[src/rtl/cmp_sched_pkg.sv]
// Shared types and constants for the compare-and-hold scheduler.
// Works with the optional statistics counter, which is enabled by defining CMP_HOLD_STATS_EN.
package cmp_sched_pkg;

  typedef enum logic [1:0] {
    ST_IDLE  = 2'd0,
    ST_GRANT = 2'd1,
    ST_CMP   = 2'd2
  } state_t;

  localparam int STATS_W     = 16;
  localparam int DEF_DW      = 8;
  localparam int DEF_NUM_REQ = 4;

endpackage

[src/rtl/rr_arbiter.sv]
// Round-robin pick: the first requester at or after the pointer, wrapping around.
// Purely combinational; the pointer register lives in the scheduler.
module rr_arbiter #(
  parameter int NUM_REQ = 4,
  parameter int IDW     = 2
) (
  input  logic [NUM_REQ-1:0] i_req,
  input  logic [IDW-1:0]     i_ptr,
  output logic [NUM_REQ-1:0] o_pick,
  output logic [IDW-1:0]     o_id
);

  logic           w_found;
  logic [IDW-1:0] w_idx;

  // Scan requesters starting at the pointer; the first hit wins.
  always_comb begin
    o_pick  = '0;
    o_id    = '0;
    w_found = 1'b0;
    w_idx   = '0;
    for (int off = 0; off < NUM_REQ; off++) begin
      w_idx = IDW'((int'(i_ptr) + off) % NUM_REQ);
      if (!w_found && i_req[w_idx]) begin
        w_found       = 1'b1;
        o_pick[w_idx] = 1'b1;
        o_id          = w_idx;
      end
    end
  end

endmodule

[src/rtl/cmp_hold_scheduler.sv]
// Shares one running-maximum register between NUM_REQ requesters.
// Each transaction is IDLE -> GRANT -> CMP, three cycles long.
// The held value is replaced only when the granted operand is strictly greater.
// Defining CMP_HOLD_STATS_EN adds the upd_cnt output, which counts capture events.
//
// Handshake: a requester raises req and keeps both req and its val stable until it sees
// its ack bit. val is sampled only in GRANT. Once a grant is issued the transaction always
// completes, even if req drops. Holding req high after ack joins the next arbitration.
// That requester then ranks behind the others, because the pointer moves past it.
module cmp_hold_scheduler
  import cmp_sched_pkg::*;
#(
  parameter int NUM_REQ = DEF_NUM_REQ,
  parameter int DW      = DEF_DW,
  parameter int IDW     = 2
) (
  input  logic                  clk,
  input  logic                  rst,
  input  logic [NUM_REQ-1:0]    req,
  input  logic [NUM_REQ*DW-1:0] val,
  input  logic                  clr,
  output logic [NUM_REQ-1:0]    gnt,
  output logic [NUM_REQ-1:0]    ack,
  output logic [DW-1:0]         held_val,
  output logic [IDW-1:0]        held_id,
  output logic                  held_vld,
  output logic                  updated,
  output logic [1:0]            dbg_state
`ifdef CMP_HOLD_STATS_EN
  ,
  output logic [STATS_W-1:0]    upd_cnt
`endif
);

  state_t             r_state;
  state_t             w_state_nxt;
  logic [NUM_REQ-1:0] r_gnt;
  logic [IDW-1:0]     r_id;
  logic [IDW-1:0]     r_ptr;
  logic [DW-1:0]      r_opnd;
  logic [DW-1:0]      r_held_val;
  logic [IDW-1:0]     r_held_id;
  logic               r_held_vld;
  logic [NUM_REQ-1:0] w_ack;
  logic               w_upd;
  logic [NUM_REQ-1:0] w_pick;
  logic [IDW-1:0]     w_pick_id;

  rr_arbiter #(
    .NUM_REQ(NUM_REQ),
    .IDW    (IDW)
  ) u_arb (
    .i_req (req),
    .i_ptr (r_ptr),
    .o_pick(w_pick),
    .o_id  (w_pick_id)
  );

  // Next state plus the CMP-cycle ack and update pulses.
  // A clear in the same cycle as CMP suppresses the update.
  always_comb begin
    w_state_nxt = r_state;
    w_ack       = '0;
    w_upd       = 1'b0;
    case (r_state)
      ST_IDLE:  if (|req) w_state_nxt = ST_GRANT;
      ST_GRANT: w_state_nxt = ST_CMP;
      ST_CMP: begin
        w_state_nxt = ST_IDLE;
        w_ack       = r_gnt;
        w_upd       = !clr && (!r_held_vld || (r_opnd > r_held_val));
      end
      default:  w_state_nxt = ST_IDLE;
    endcase
  end

  // State register.
  always_ff @(posedge clk or negedge rst) begin
    if (!rst) r_state <= ST_IDLE;
    else      r_state <= w_state_nxt;
  end

  // Grant, granted id, operand capture, and pointer advance.
  always_ff @(posedge clk or negedge rst) begin
    if (!rst) begin
      r_gnt  <= '0;
      r_id   <= '0;
      r_ptr  <= '0;
      r_opnd <= '0;
    end else begin
      case (r_state)
        ST_IDLE: begin
          if (|req) begin
            r_gnt <= w_pick;
            r_id  <= w_pick_id;
          end
        end
        ST_GRANT: r_opnd <= val[int'(r_id)*DW +: DW];
        ST_CMP: begin
          r_gnt <= '0;
          r_ptr <= (r_id == IDW'(NUM_REQ-1)) ? '0 : r_id + 1'b1;
        end
        default: r_gnt <= '0;
      endcase
    end
  end

  // Held maximum. A clear has priority over a capture.
  always_ff @(posedge clk or negedge rst) begin
    if (!rst) begin
      r_held_val <= '0;
      r_held_id  <= '0;
      r_held_vld <= 1'b0;
    end else if (clr) begin
      r_held_val <= '0;
      r_held_id  <= '0;
      r_held_vld <= 1'b0;
    end else if (w_upd) begin
      r_held_val <= r_opnd;
      r_held_id  <= r_id;
      r_held_vld <= 1'b1;
    end
  end

`ifdef CMP_HOLD_STATS_EN
  logic [STATS_W-1:0] r_upd_cnt;

  // Count capture events, saturating. A clear wins over a same-cycle increment.
  always_ff @(posedge clk or negedge rst) begin
    if (!rst)                                r_upd_cnt <= '0;
    else if (clr)                            r_upd_cnt <= '0;
    else if (w_upd && (r_upd_cnt != '1))     r_upd_cnt <= r_upd_cnt + 1'b1;
  end

  assign upd_cnt = r_upd_cnt;
`endif

  assign gnt       = r_gnt;
  assign ack       = w_ack;
  assign updated   = w_upd;
  assign held_val  = r_held_val;
  assign held_id   = r_held_id;
  assign held_vld  = r_held_vld;
  assign dbg_state = r_state;

endmodule

[config.mk]
export PLATFORM = sky130hd
export DESIGN_NAME = cmp_hold_scheduler
export DESIGN_NICKNAME = d
export VERILOG_FILES = /design/src/rtl/cmp_sched_pkg.sv /design/src/rtl/rr_arbiter.sv /design/src/rtl/cmp_hold_scheduler.sv
export SDC_FILE = /design/constraint.sdc
export NUM_CORES = 1
export LEC_CHECK = 0
export ABC_CLOCK_PERIOD_IN_PS = 3080
export CORE_MARGIN = 2
export CORE_UTILIZATION = 40
export CTS_CLUSTER_SIZE = 40
export DETAILED_ROUTE_END_ITERATION = 10
export GPL_TIMING_DRIVEN = 0
export HOLD_SLACK_MARGIN = 0.02
export PLACE_DENSITY_LB_ADDON = 0.12
export SLEW_MARGIN = 20
export SYNTH_ARGS = -nofsm -noshare
export SYNTH_HDL_FRONTEND = slang
export SYNTH_HIERARCHICAL = 1
export SYNTH_SLANG_ARGS = --single-unit
export TNS_END_PERCENT = 30
[constraint.sdc]
create_clock -name clk -period 3.08 [get_ports clk]
set_clock_uncertainty 0.15 [all_clocks]
set_input_delay 0.616 -clock clk [delete_from_list [all_inputs] [get_ports clk]]
set_output_delay 0.616 -clock clk [all_outputs]
set_load 0.03 [all_outputs]
After elaboration in Yosys (flattened, before gate mapping)
Cells that the tools add are included.
{"block": "op_classes", "bitwise": 4, "n_eq_ne": 4, "n_shift": 1, "n_reduce_logical": 19, "mux": 40, "n_lt_le_gt_ge": 9, "addsub": 4}
{"op": "$shiftx A32 B6 Y8", "n": 1}
{"op": "$mux W4", "n": 6}
{"op": "$mux W2", "n": 8}
{"op": "$mux W8", "n": 2}
{"op": "$mux W1", "n": 14}
{"op": "$lt A2 B3 Y1 const B", "n": 4}
{"op": "$or A4 B4 Y4", "n": 3}
{"op": "$bmux W1 S2", "n": 4}
{"op": "$demux W1 S2", "n": 4}
{"op": "$ge A2 B1 Y1 const B", "n": 4}
{"op": "$gt A8 B8 Y1", "n": 1}
{"op": "$logic_and A1 B1 Y1", "n": 8}
{"op": "$pmux W4 S2", "n": 1}
{"op": "$logic_not A1 Y1", "n": 5}
{"op": "$add A2 B1 Y2 const B", "n": 2}
{"op": "$add A2 B2 Y2 const B", "n": 2}
{"op": "$eq A2 B2 Y1 const B", "n": 2}
{"op": "$pmux W2 S2", "n": 1}
{"op": "$reduce_and A2 Y1", "n": 2}
{"op": "$reduce_or A4 Y1", "n": 1}
{"op": "$eq A2 B1 Y1 const B", "n": 1}
{"op": "$logic_not A2 Y1", "n": 1}
{"op": "$ne A2 B2 Y1 const B", "n": 1}
{"op": "$reduce_bool A2 Y1", "n": 1}
{"op": "2 further kinds", "n": 2}
{"block": "totals", "inputBits": 39, "ff_bits": 29, "out_inout_bits": 22, "word_cells": 89}

Logic depth before layout (Yosys ltp)
{"block": "logic_depth", "word_depth": 14, "depth_mapped": 9, "mapped_depth_nobuf": 8}

By module
The synthesis kept the hierarchy.
{"mod": "cmp_hold_scheduler", "cells_per_inst": 138, "instances": 1, "area_per_inst_um2": 1652.8, "seq_area_each_um2": 725.7}
{"mod": "rr_arbiter", "cells_per_inst": 48, "instances": 1, "area_per_inst_um2": 439.2, "seq_area_each_um2": 0.0}

Least setup slack after synthesis
Ideal clock, no wire load.
{"block": "synth_path", "path_type": "register to output", "startpoint": "reg r_held_val[3] (netlist: held_val[3])", "endpoint": "out updated", "n_path_buf": 0, "t_arrival_ns": 2.001, "required_time_ns": 2.314, "stages_incl_launch_ff": 8, "setup_slack_ns": 0.313, "cell_sequence": "dfrtp_1 -> inv_1 -> ha_1 -> nand2_1 -> o21bai_1 -> a211o_1 -> a21oi_2 -> nor2b_1"}
{"block": "synth_between", "elab_chain_len": 4}
{"item": "start: declaration", "line_no": "cmp_hold_scheduler.sv:41", "text": "logic [DW-1:0] r_held_val;"}
{"item": "start signal: assignment", "line_no": "cmp_hold_scheduler.sv:119", "text": "r_held_val <= r_opnd;"}
{"item": "$gt A8 B8 Y1", "line_no": "cmp_hold_scheduler.sv:71", "text": "w_upd = !clr && (!r_held_vld || (r_opnd > r_held_val));"}
{"item": "$logic_or A1 B1 Y1", "line_no": "cmp_hold_scheduler.sv:71"}
{"item": "$logic_and A1 B1 Y1", "line_no": "cmp_hold_scheduler.sv:71"}
{"item": "$mux W1", "line_no": "cmp_hold_scheduler.sv:65", "text": "case (r_state)"}
{"item": "end: declaration", "line_no": "cmp_hold_scheduler.sv:27", "text": "output logic updated,"}
Every way passes these cells.

Worst setup path after layout
Ends and elaborated chain as after synthesis.

==> flow_summary.json <==
{
  "peak_ir_drop_on_the_vdd_network_mv": 0.496,
  "ff_latch_area_um2": 726,
  "syn_area_mm2": 0.00209,
  "numPortBuffers": 60,
  "yosys_most_used_dff": "dfrtp_1",
  "power_density_mw_per_mm2": 953,
  "grt_start_max_net_pins": 30,
  "antenna_left": 0,
  "cts_buffers": 5,
  "synthTopCellsByArea": "dfrtp_1 (35%), mux4_2 (13%), ha_1 (8.4%)",
  "gpl.final_weighted_congestion": 0.854,
  "design_power_total_w": 0.00274,
  "clk-insertion-delay-late_ns": 0.28,
  "rsz0062_at_grt": "false",
  "placed_instances": 316,
  "yosysTopAreaCell": "dfrtp_1",
  "detail_route.vias_per_cell": 5.04,
  "critical-path-slowest-cell": "dfrtp_1",
  "synthDominantCellAreaShare_pct": 34.7,
  "synth_sequential_area_ratio_pct": 34.7,
  "synth_common_cells": "dfrtp_1 (29), nand2b_1 (21), mux2i_1 (15)",
  "hold_path.class": "input port to asynchronous set/reset pin",
  "design.portCount": 61,
  "max_slew.worst_pin.slew_ns": 0.704,
  "route.detailed.wl_per_inst_um": 14.4,
  "worst_setup_path_end_kind": "primary output",
  "fin_nets": 306,
  "yosysWarningCount": 6,
  "hpwl_mm": 3.59,
  "setup_total_negative_slack_ns": 0,
  "finalCritPeriodShare_pct": 96.3,
  "die_height_um": 76.3,
  "synth-edff-count": 0,
  "cts_tree": "built",
  "grt_pass1_vias": 1660,
  "critical_path.cell_chain": "inv_1, ha_1, nand2_1, o21bai_1, a211o_1, a21oi_2, nor2b_1, clkdlybuf4s15_1",
  "postSynthNetCount": 239,
  "slowest_delay_ns": 0.37,
  "path_delay_family": "compound AO/OA/AOI/OAI gates",
  "postLayoutCellArea_mm2": 0.00288,
  "htreeDepth": 2,
  "coreArea_mm2": 0.00507,
  "floorplan.rows": 26,
  "postSynthRegisterBits": 29,
  "drt_wl_total_mm": 4.68,
  "antenna_found_initial": 0,
  "achievable-frequency_mhz": 337,
  "antenna-diode-count": 0,
  "post-synth-top-count-cell": "dfrtp_1",
  "clock_tree.buffer_depth": 2,
  "cp_data_required_time_ns": 2.31,
  "timing.final.ws_setup_ns": 0.115,
  "crit_fanout": 3,
  "outcome": "finished, final reports clean",
  "dpl-instance-area_mm2": 0.00278,
  "cap_viol_max_count": 0,
  "globalRouteOverflowTotal": 0,
  "drt_drc_violations_left": 0,
  "drt_pre_antenna_iters": 4,
  "setup.worst_path.start_class": "register",
  "fp.dieW_um": 76.3,
  "timing.final.hold_violations": 0,
  "p_leak_nw": 1.17,
  "setup-violations-final": 0,
  "final.fill_count": 478,
  "fraction_of_final_layout_cells_sized_beyond_drive_strength_1_pct": 15.0,
  "timing.critical_path.buf_inv": 2,
  "critical_path_class": "register to primary output",
  "layoutNonFillerInstCount": 324,
  "area_growth_pct": 37.5,
  "root_buffer": "clkbuf_8",
  "setup_ws_pre_cts_ns": 0.0925,
  "route.vias.total": 1632,
  "netlist_instances": 186,
  "total_area_of_multi_input_combinational_cells_mm2": 0.00127,
  "path_clk_slew_ns": 0.07,
  "worst_ep_arrival_time_ns": 2.20,
  "max_slew_margin_pct": 53.0,
  "synthesized_area_per_cell_um2": 11.2,
  "synthArstFlopShare_pct": 100,
  "floorplan.die_area_mm2": 0.00582,
  "period_minus_slack_ns": 2.96,
  "initial_utilization_pct": 41.2,
  "distinct_cell_type_count_of_the_synthesized_netlist": 35,
  "tritoncts_num_sinks": 29,
  "grt_pass1_wl_mm": 8.18,
  "detailedRoute.firstIterationViolations": 66,
  "global_route.usage.total_pct": 17.4,
  "maxSlewViolCount": 0,
  "post-cts-setup-buffer-count": 0
}
-- power breakdown --
group          total (W)  internal [W]  switching (W)
logic            0.00170      0.000831       0.000867
clock network   0.000346      0.000202       0.000144
registers       0.000698      0.000540       0.000158
-- sequential cells by signal (all words and copies together), names as in the netlist --
signal and count:
r_ptr 2, held_val 8, held_id 2, gnt 4, r_opnd 8, r_id 2
dbg_state 2, held_vld 1
-- metal layers --
metal,vias to the layer above,part of all wire [%],global-route usage (%)
met5,-,0,0
met4,0,0.32,2.73
met3,2,4.5,4.03
met2,44,45,26.9
met1,780,50,25.3
li1,806,-,-
-- cells by family (layout without fill, tap and decap cells) --
kind of cell	after synthesis	after routing	share of synthesized area [%]
compound gates	22	22	8.55
flops	29	29	34.7
simple gates	62	62	17.3
fa+ha+maj	14	14	8.37
buf+inv	20	88	4.55
mux	39	39	26.6
-- area by class of cell --
cell class	instances	share of cell area, %
Clock inverter	1	0.174
Buffer	9	1.87
Tap cell	70	3.04
Multi-Input combinational cell	137	44.2
Clock buffer	7	3.35
Timing Repair Buffer	60	20.7
Sequential cell	29	25.2
Inverter	11	1.44
-- cell usage in the layout, fill, tap and decap left out, types with 2 or more instances in the layout --
master,netlist,routed
clkdlybuf4s50_1,0,58
dfrtp_1,29,29
nand2b_1,21,21
mux2i_1,15,15
ha_1,14,14
nor2_1,12,12
mux4_2,12,12
inv_1,11,11
nor2b_1,8,8
nand2_1,7,7
clkbuf_8,0,7
mux2_1,6,6
mux2_2,6,6
buf_2,4,5
o2bb2ai_1,5,5
and2_1,4,4
a221oi_1,4,4
clkbuf_1,3,3
a211oi_1,2,2
nand3_1,2,2
o31ai_1,2,2
nor3_1,2,2
buf_6,2,2
o21ai_1,2,2
-- final timing paths --
check                                   end  depth (start not counted)  slack [ns]        start
worst min register to register   held_id[0]                          2        0.40   held_id[0]
max in group asynchronous       held_val[0]                          1        2.15          rst
min in group clk                 held_id[0]                          2        0.40   held_id[0]
worst max-delay path                updated                          8        0.12  held_val[3]
worst min-delay path              r_opnd[5]                          1        0.20          rst
worst max register to register       gnt[1]                          8        0.49     r_ptr[1]
-- worst register-to-register path: cells and delay by family, from the launching register on --
family / cells / cell delay (ns)
adders and majority gates: 1 / 0.45
buffers and inverters: 1 / 0.17
DFF: 1 / 0.56
muxes: 2 / 0.57
and+or+nand+nor: 2 / 0.35
AOI/OAI and AO/OA: 2 / 0.28
-- repair_timing --
item / in CTS / in global routing
gates resized for setup: 1 / 1
hold buffers: 0 / 0
setup endpoints to repair: 1 / 1
-- through the flow --
| step | hold slack, ns | utilization (%) |
|---|---|---|
| after global routing | 0.255 | 56.7 |
| after floorplan | 0.170 | - |
| after CTS | 0.231 | 56.7 |
| after global placement | 0.372 | 54.8 |
| final | 0.201 | 56.7 |
| after detailed placement | 0.386 | 54.7 |
(Power assumes the default switching activity.)
